$ cat src/rtl/seq_divider_nbit_if.sv
// Start/done bus of the sequential restoring divider (2N-bit dividend, N-bit divisor).
// Carries the request operands, the result outputs and a state view for debug.
interface seq_divider_nbit_if #(
  parameter int N = 6
);
  // start is honoured only on an edge where busy is low; the operands are
  // captured on that edge. done marks the cycle in which quotient,
  // remainder, dbz and ovf are the result of that request, and those
  // outputs then hold until the next accepted start.
  logic           start;
  logic [2*N-1:0] dividend;
  logic [N-1:0]   divisor;
  logic           busy;
  logic           done;
  logic [N-1:0]   quotient;
  logic [N-1:0]   remainder;
  logic           dbz;
  logic           ovf;
  logic [1:0]     dbg_state;

  modport master (
    output start, dividend, divisor,
    input  busy, done, quotient, remainder, dbz, ovf, dbg_state
  );

  modport slave (
    input  start, dividend, divisor,
    output busy, done, quotient, remainder, dbz, ovf, dbg_state
  );
endinterface

$ cat src/rtl/seq_divider_nbit.sv
// Sequential restoring divider: 2N/N unsigned, one quotient bit per clock.
// Optional macro SEQ_DIVIDER_DONE_HOLD_EN turns done into a level held until the next accepted start.
module seq_divider_nbit #(
  parameter int N = 6
) (
  input  logic              clk,
  input  logic              rst_n,
  seq_divider_nbit_if.slave bus
);
  localparam int CW = $clog2(N + 1);

  typedef enum logic [1:0] {
    IDLE = 2'd0,
    CALC = 2'd1,
    DONE = 2'd2
  } state_t;

  state_t        state;
  logic [N-1:0]  r_reg;
  logic [N-1:0]  q_reg;
  logic [N-1:0]  d_reg;
  logic [CW-1:0] cnt;
  logic          pend_dbz;
  logic          pend_ovf;

  logic          busy_r;
  logic          done_r;
  logic [N-1:0]  quot_r;
  logic [N-1:0]  rem_r;
  logic          dbz_r;
  logic          ovf_r;

  logic [N:0]    t;
  logic          ge;
  logic [N-1:0]  r_nxt;
  logic [N-1:0]  q_nxt;
  logic          in_dbz;
  logic          in_ovf;

  // The partial remainder stays below D, so its top bit is always zero and
  // only the low N bits are stored; t[N] still takes part in the compare.
  always_comb begin
    t      = {r_reg, q_reg[N-1]};
    ge     = (t >= {1'b0, d_reg});
    r_nxt  = ge ? (t[N-1:0] - d_reg) : t[N-1:0];
    q_nxt  = {q_reg[N-2:0], ge};
    in_dbz = (bus.divisor == '0);
    in_ovf = !in_dbz && (bus.dividend[2*N-1:N] >= bus.divisor);
  end

  always_ff @(posedge clk or negedge rst_n) begin
    if (!rst_n) begin
      state    <= IDLE;
      r_reg    <= '0;
      q_reg    <= '0;
      d_reg    <= '0;
      cnt      <= '0;
      pend_dbz <= 1'b0;
      pend_ovf <= 1'b0;
      busy_r   <= 1'b0;
      done_r   <= 1'b0;
      quot_r   <= '0;
      rem_r    <= '0;
      dbz_r    <= 1'b0;
      ovf_r    <= 1'b0;
    end else begin
      case (state)
        IDLE: begin
          if (bus.start) begin
            busy_r   <= 1'b1;
            dbz_r    <= 1'b0;
            ovf_r    <= 1'b0;
`ifdef SEQ_DIVIDER_DONE_HOLD_EN
            done_r   <= 1'b0;
`endif
            r_reg    <= bus.dividend[2*N-1:N];
            q_reg    <= bus.dividend[N-1:0];
            d_reg    <= bus.divisor;
            pend_dbz <= in_dbz;
            pend_ovf <= in_ovf;
            cnt      <= (in_dbz || in_ovf) ? CW'(1) : CW'(N);
            state    <= CALC;
          end
        end
        CALC: begin
          // Error results skip the iterations but keep one edge of latency.
          if (pend_dbz || pend_ovf) begin
            quot_r <= '1;
            rem_r  <= pend_dbz ? q_reg : '0;
            dbz_r  <= pend_dbz;
            ovf_r  <= pend_ovf;
            done_r <= 1'b1;
            cnt    <= '0;
            state  <= DONE;
          end else begin
            r_reg <= r_nxt;
            q_reg <= q_nxt;
            cnt   <= cnt - 1'b1;
            if (cnt == CW'(1)) begin
              quot_r <= q_nxt;
              rem_r  <= r_nxt;
              done_r <= 1'b1;
              state  <= DONE;
            end
          end
        end
        DONE: begin
          busy_r <= 1'b0;
`ifndef SEQ_DIVIDER_DONE_HOLD_EN
          done_r <= 1'b0;
`endif
          state  <= IDLE;
        end
        default: state <= IDLE;
      endcase
    end
  end

  assign bus.busy      = busy_r;
  assign bus.done      = done_r;
  assign bus.quotient  = quot_r;
  assign bus.remainder = rem_r;
  assign bus.dbz       = dbz_r;
  assign bus.ovf       = ovf_r;
  assign bus.dbg_state = state;
endmodule
$ cat src/flat_wrapper.sv
// flat-port wrapper written by rule: the top's interface ports become plain ports
module seq_divider_nbit_flat 
#(
  parameter int N = 6
)
  (clk, rst_n, bus_start, bus_dividend, bus_divisor, bus_busy, bus_done, bus_quotient, bus_remainder, bus_dbz, bus_ovf, bus_dbg_state);
  seq_divider_nbit_if #(.N(N)) bus_i ();
  input  logic clk;
  input  logic rst_n;
  input wire logic [$bits(bus_i.start)-1:0] bus_start;
  input wire logic [$bits(bus_i.dividend)-1:0] bus_dividend;
  input wire logic [$bits(bus_i.divisor)-1:0] bus_divisor;
  output wire logic [$bits(bus_i.busy)-1:0] bus_busy;
  output wire logic [$bits(bus_i.done)-1:0] bus_done;
  output wire logic [$bits(bus_i.quotient)-1:0] bus_quotient;
  output wire logic [$bits(bus_i.remainder)-1:0] bus_remainder;
  output wire logic [$bits(bus_i.dbz)-1:0] bus_dbz;
  output wire logic [$bits(bus_i.ovf)-1:0] bus_ovf;
  output wire logic [$bits(bus_i.dbg_state)-1:0] bus_dbg_state;
  assign bus_i.start = bus_start;
  assign bus_i.dividend = bus_dividend;
  assign bus_i.divisor = bus_divisor;
  assign bus_busy = bus_i.busy;
  assign bus_done = bus_i.done;
  assign bus_quotient = bus_i.quotient;
  assign bus_remainder = bus_i.remainder;
  assign bus_dbz = bus_i.dbz;
  assign bus_ovf = bus_i.ovf;
  assign bus_dbg_state = bus_i.dbg_state;
  seq_divider_nbit #(.N(N)) u_core (.clk(clk), .rst_n(rst_n), .bus(bus_i));
endmodule
$ cat config.mk
export PLATFORM = sky130hd
export DESIGN_NAME = seq_divider_nbit_flat
export DESIGN_NICKNAME = d
export VERILOG_FILES = /design/src/rtl/seq_divider_nbit_if.sv /design/src/rtl/seq_divider_nbit.sv /design/src/flat_wrapper.sv
export SDC_FILE = /design/constraint.sdc
export NUM_CORES = 1
export LEC_CHECK = 0
export ABC_AREA = 1
export BUFFER_PORTS_ARGS = -buffer_cell sky130_fd_sc_hd__buf_2
export CAP_MARGIN = 25
export CORE_MARGIN = 1
export CORE_UTILIZATION = 50
export DETAILED_ROUTE_END_ITERATION = 7
export HOLD_SLACK_MARGIN = 0.02
export PLACE_DENSITY = 0.77
export RECOVER_POWER = 50
export SETUP_SLACK_MARGIN = 0.1
export SLEW_MARGIN = 0
export SYNTH_ARGS = -nofsm -noshare
export SYNTH_HDL_FRONTEND = slang
export SYNTH_SLANG_ARGS = --single-unit
$ cat constraint.sdc
create_clock -name clk -period 1.6 [get_ports clk]
set_input_delay 0.32 -clock clk [delete_from_list [all_inputs] [get_ports clk]]
set_output_delay 0.32 -clock clk [all_outputs]
set_load 0.1 [all_outputs]
---- After elaboration in Yosys (flattened, before gate mapping) ----
Index checks and enable logic that the tools add are counted.
storage, ports and cells
  register bits after elaboration ......... 41
  input bits .............................. 21
  output and inout port bits .............. 18
  logic and storage cells ................. 72
cells by class
  add/sub/neg operators ................... 2
  order comparisons ....................... 2
  equality and inequality tests ........... 7
  mux-type cells .......................... 30
  reduce and logical (&&, ||, !) cells .... 18
operator list
  kind                                              count
  2-to-1 mux 6 bit                                  10
  case mux 6 bit (2 select lines)                   2
  AND reduction 2 bit                               6
  2-to-1 mux 3 bit                                  3
  case mux 1 bit (2 select lines)                   4
  nonzero test 2 bit                                4
  >= comparator 7 x 6 -> 1 bit                      1
  >= comparator 6 bit                               1
  zero test 6 bit                                   1
  2-to-1 mux 1 bit                                  6
  2-to-1 mux 2 bit                                  3
  case mux 3 bit (2 select lines)                   1
  AND reduction 3 bit                               2
  subtractor 6 bit                                  1
  != test 2 bit, second input constant              2
  case mux 2 bit (2 select lines)                   1
  == test 3 x 1 -> 1 bit, second input constant     1
  != test 3 x 1 -> 1 bit, second input constant     1
  subtractor 3 x 1 -> 3 bit, second input constant  1
  == test 2 x 1 -> 1 bit, second input constant     1
  == test 2 bit, second input constant              1
  zero test 2 bit                                   1
  logical OR 1 bit                                  2
  != test 2 x 1 -> 1 bit, second input constant     1
  2 further kinds                                   2

---- Logic depth before layout (Yosys ltp) ----
  depth after elaboration ................. 7
  depth in mapped cells ................... 13
  mapped depth without buffers ............ 13

---- Worst setup path before layout ----
No wires, ideal clock.
  kind .................................... reg2reg
  start ................................... reg u_core.state[0], in the netlist u_core.bus.dbg_state[0]
  end ..................................... reg u_core.q_reg[5]
  library setup time ...................... 130 ps
  arrival time ............................ 2114 ps
  required time ........................... 1470 ps
  slack ................................... -644 ps
  cell stages (with the launch flop) ...... 10
  path buffers ............................ 1
  period minus slack after synthesis ...... 2244 ps
  cell sequence ........................... dfrtp_1 -> inv_1 -> ha_1 -> nand2_1 -> o21ai_4 -> nand2_4 -> clkinv_4 -> buf_8 -> o211ai_1 -> o21ai_0
on the way
  cells in the longest elaborated chain, start to end .. 3
  elaborated cells between the ends (all ways) .. 7
  classes of those cells .................. eq/ne (3); mux (1); reduce/logical (3)
ends and longest elaborated chain
  element                                                               line                    RTL
  from (decl)                                                           seq_divider_nbit.sv:18  state_t state;
  from (signal assigned)                                                seq_divider_nbit.sv:53  state <= IDLE;
  from (signal assigned)                                                seq_divider_nbit.sv:82  state <= CALC;
  from (signal assigned)                                                seq_divider_nbit.sv:94  state <= DONE;
  == test 2 x 1 -> 1 bit or zero test 2 bit (tied branches)             seq_divider_nbit.sv:67  case (state)
  != test 2 bit (no source line) or nonzero test 2 bit (tied branches)  n/a
  AND reduction 3 bit (no source line)                                  n/a
  to (signal assigned)                                                  seq_divider_nbit.sv:77  q_reg <= bus.dividend[N-1:0];
  to (signal assigned)                                                  seq_divider_nbit.sv:97  q_reg <= q_nxt;
  to (decl)                                                             seq_divider_nbit.sv:20  logic [N-1:0] q_reg;
Several ways; a longest one is shown, not always the timed one.
A chain may end at the register's enable or synchronous reset.

---- Worst setup path in the final report ----
  start ................................... reg u_core.d_reg[2]
  end ..................................... reg u_core.r_reg[1]
on the way
  cells in the longest elaborated chain, start to end .. 4
ends and longest elaborated chain
  element                          line                    RTL
  from (decl)                      seq_divider_nbit.sv:21  logic [N-1:0] d_reg;
  from (signal assigned)           seq_divider_nbit.sv:78  d_reg <= bus.divisor;
  >= comparator 7 x 6 -> 1 bit     seq_divider_nbit.sv:44  ge = (t >= {1'b0, d_reg});
  2-to-1 mux 6 bit                 seq_divider_nbit.sv:45  r_nxt = ge ? (t[N-1:0] - d_reg) : t[N-1:0];
  2-to-1 mux 6 bit                 seq_divider_nbit.sv:87  if (pend_dbz || pend_ovf) begin
  case mux 6 bit (2 select lines)  seq_divider_nbit.sv:67
  to (signal assigned)             seq_divider_nbit.sv:76  r_reg <= bus.dividend[2*N-1:N];
  to (signal assigned)             seq_divider_nbit.sv:96  r_reg <= r_nxt;
  to (decl)                        seq_divider_nbit.sv:19  logic [N-1:0] r_reg;
No other way between the ends. The select of a mux whose other input is x is not followed.

==> impl_metrics.tcl <==
set metrics [dict create \
    outcome "finished with violations" \
    violations "setup timing" \
    initial_core_util_pct 52.6 \
    dieArea_um2 5280 \
    clk_pin_slew_ns 0.08 \
    crit_path_start "u_core.d_reg[2]$_DFFE_PN0P_" \
    finClkSkew_ns 0.00911 \
    worst-path-max-fanout 7 \
    cp.required_ns 1.78 \
    yosysWarnings 0 \
    coreArea_um2 4750 \
    synth_cells 320 \
    hp-start "bus_divisor[0]" \
    cts_made_buffers 5 \
    cp_slowest_cell "dfrtp_1" \
    drive_gt1_share_pct 48.9 \
    crit_type "reg -> reg" \
    synth-simple-area-share_pct 26.4 \
    r2r_end "u_core.r_reg[1]$_DFFE_PN0P_" \
    synth_edf_count 0 \
    syn_to_final_growth_pct 51.0 \
    reg2reg_from "u_core.d_reg[2]$_DFFE_PN0P_" \
    syn-cell-area_um2 2500 \
    dp_hpwl_um 4710 \
    tightest_slew_ns 0.715 \
    cap_violations 0 \
    fin_nets 461 \
    netlist.area_leader.share_pct 41.1 \
    place_congestion 0.892 \
    drtAntennaViolNets 0 \
    rows 25 \
    ys_types 37 \
    routed_wl_um 8670 \
    drc 0 \
    reg2regPathDepth 9 \
    rsz0062_at_grt "true" \
    ios 39 \
    hold_viol 0 \
    cts.sinks 41 \
    synth_seq_area_share_pct 41.1 \
    ys_dominant_reg_cell "dfrtp_1" \
    cts.htree.levels 2 \
    synth_xor_area_share_pct 0.701 \
    first_global_vias 2335 \
    dp_slack_ns -0.173 \
    max_freq_mhz 539 \
    synth_top_family_by_area "simple AND/OR/NAND/NOR gates" \
    synth.avg_cell_area_um2 7.81 \
    hold_path_class "in -> reg" \
    synth_fp_nets 359 \
    drv_slew 0 \
    ys_seq_elements 41 \
    antenna_found_initial 0 \
    die_h_um 72.7 \
    finalCriticalPeriod_ns 1.86 \
    grt_max_degree 29 \
    track_usage_pct 27.8 \
    cp_cell_sequence "inv_2 -> ha_4 -> or2_4 -> nand3_4 -> nand3_4 -> nand2_1 -> nand2_2 -> o21bai_1 -> nand2_1" \
    hold_path_end "u_core.d_reg[0]$_DFFE_PN0P_" \
    relSlewSlack_pct 52.3 \
    timing.final.ws_setup_ns -0.256 \
    antenna_cells 0 \
    grt_overflow 0 \
    synth_compound_area_share_pct 13.2 \
    setup_violations 15 \
    cts_tree "yes" \
    min_path_cells 3 \
    start_kind "flop" \
    ys_async_sr_fraction_pct 100 \
    cp-end-kind "flop" \
    drtPass1Iterations 5 \
    cts_root_buffer "clkbuf_8" \
    yosys.area_share.adder_pct 9.31 \
    synth_top_area_cell "dfrtp_1" \
    synthMuxAreaShare_pct 0 \
    wire_per_inst_um 17.7 \
    rrSetupSlack_ns -0.26 \
    clk_latency_ns 0.30 \
    io_buffers 38 \
    critical_path.max_stage_delay_ns 0.41 \
    arrival_ns 2.04 \
    clockBufferDepth 2 \
    drt_iter0_markers 352 \
    die_x_um 72.7 \
    synth.area.top_cells "dfrtp_1 41%, nand2_1 15%, ha_1 8.5%, inv_1 6.8%, nor2_1 3.6%" \
    vias_per_cell 5.75 \
    min_period_over_period_pct 116 \
    grt_pass1_wl_um 11000 \
    vias 2819 \
]
how the worst max path moves through the flow:
stage | end | slack (ns)
floorplan | u_core.q_reg[4]$_DFFE_PN0P_ | -0.14
global placement | u_core.r_reg[4]$_DFFE_PN0P_ | -0.13
detailed placement | u_core.r_reg[4]$_DFFE_PN0P_ | -0.17
CTS | u_core.r_reg[4]$_DFFE_PN0P_ | -0.06
global route | u_core.r_reg[1]$_DFFE_PN0P_ | -0.28
finish | u_core.r_reg[1]$_DFFE_PN0P_ | -0.26
critical path: cells and delay by family, from the launching register on:
kind / cells / cell delay, ns
buffers and inverters: 1 / 0.09
adder cells (fa/ha/maj): 1 / 0.21
AND/OR/NAND/NOR: 6 / 0.83
flip-flops: 1 / 0.41
AO/OA/AOI/OAI: 1 / 0.20
synth_stat cells (all sizes together) (2+ instances only):
cell type and count:
nand2 100, inv 49, dfrtp 41, nor2 27
nand3 19, ha 17, o21ai 17, a21oi 14
a31oi 5, a22oi 4, o211ai 4, clkbuf 3
nand4 3, o21bai 3, buf 2, or2 2
xor2 2
routing by layer:
layer  GRT usage [%]  wire length (um)
met1            35.0              3470
met2            46.7              4200
met3            5.94               592
met4            11.1               402
met5               0                 0
area by class of cell:
| class | instances | area [um2] |
|---|---|---|
| flip-flops and latches | 41 | 1030 |
| repair buffers | 100 | 749 |
| inverters | 50 | 208 |
| clock buffers | 7 | 96.3 |
| clock inverters | 1 | 8.76 |
| multi-input cells | 224 | 1590 |
| well taps | 67 | 83.8 |
| fillers | 280 | 981 |
kinds of logic after synthesis:
family / Yosys count
AOI/OAI and AO/OA: 52
buffers and inverters: 55
xor gates and xnor gates: 2
DFF: 41
adders and majority gates: 18
and+or+nand+nor: 152
cell usage in the layout, fill, tap and decap left out, drive strengths merged, types with 5 or more instances in the layout:
master,netlist,layout
dfrtp,41,41
nand2,100,100
a21oi,14,14
o21ai,17,17
a31oi,5,5
clkbuf,3,8
inv,49,50
nor2,27,27
ha,17,17
buf,2,98
nand3,19,19
per-stage QoR:
stage	util, %	hold slack (ns)	area (um2)	setup TNS (ns)	cells
floorplan	-	0.0244	2530	-2.00	320
global placement	63.9	0.239	3040	-0.525	453
detailed placement	63.9	0.241	3040	-1.32	453
CTS	70.9	0.266	3370	-0.448	470
global route	79.4	0.278	3770	-3.45	490
finish	79.4	0.265	3770	-1.72	490
what timing repair did:
| item | 4_1_cts | 5_1_grt |
|---|---|---|
| buffers inserted | 8 | 20 |
| pin swaps | 15 | 33 |
| gates cloned | 1 | 0 |
| endpoints found under the setup margin | 29 | 33 |
| hold endpoints to repair | 13 | 0 |
| hold buffers | 1 | 0 |
| resized for setup | 37 | 68 |
Power is not shown: default switching activity piles up to over one toggle a cycle in this logic, so the estimate is an artifact.
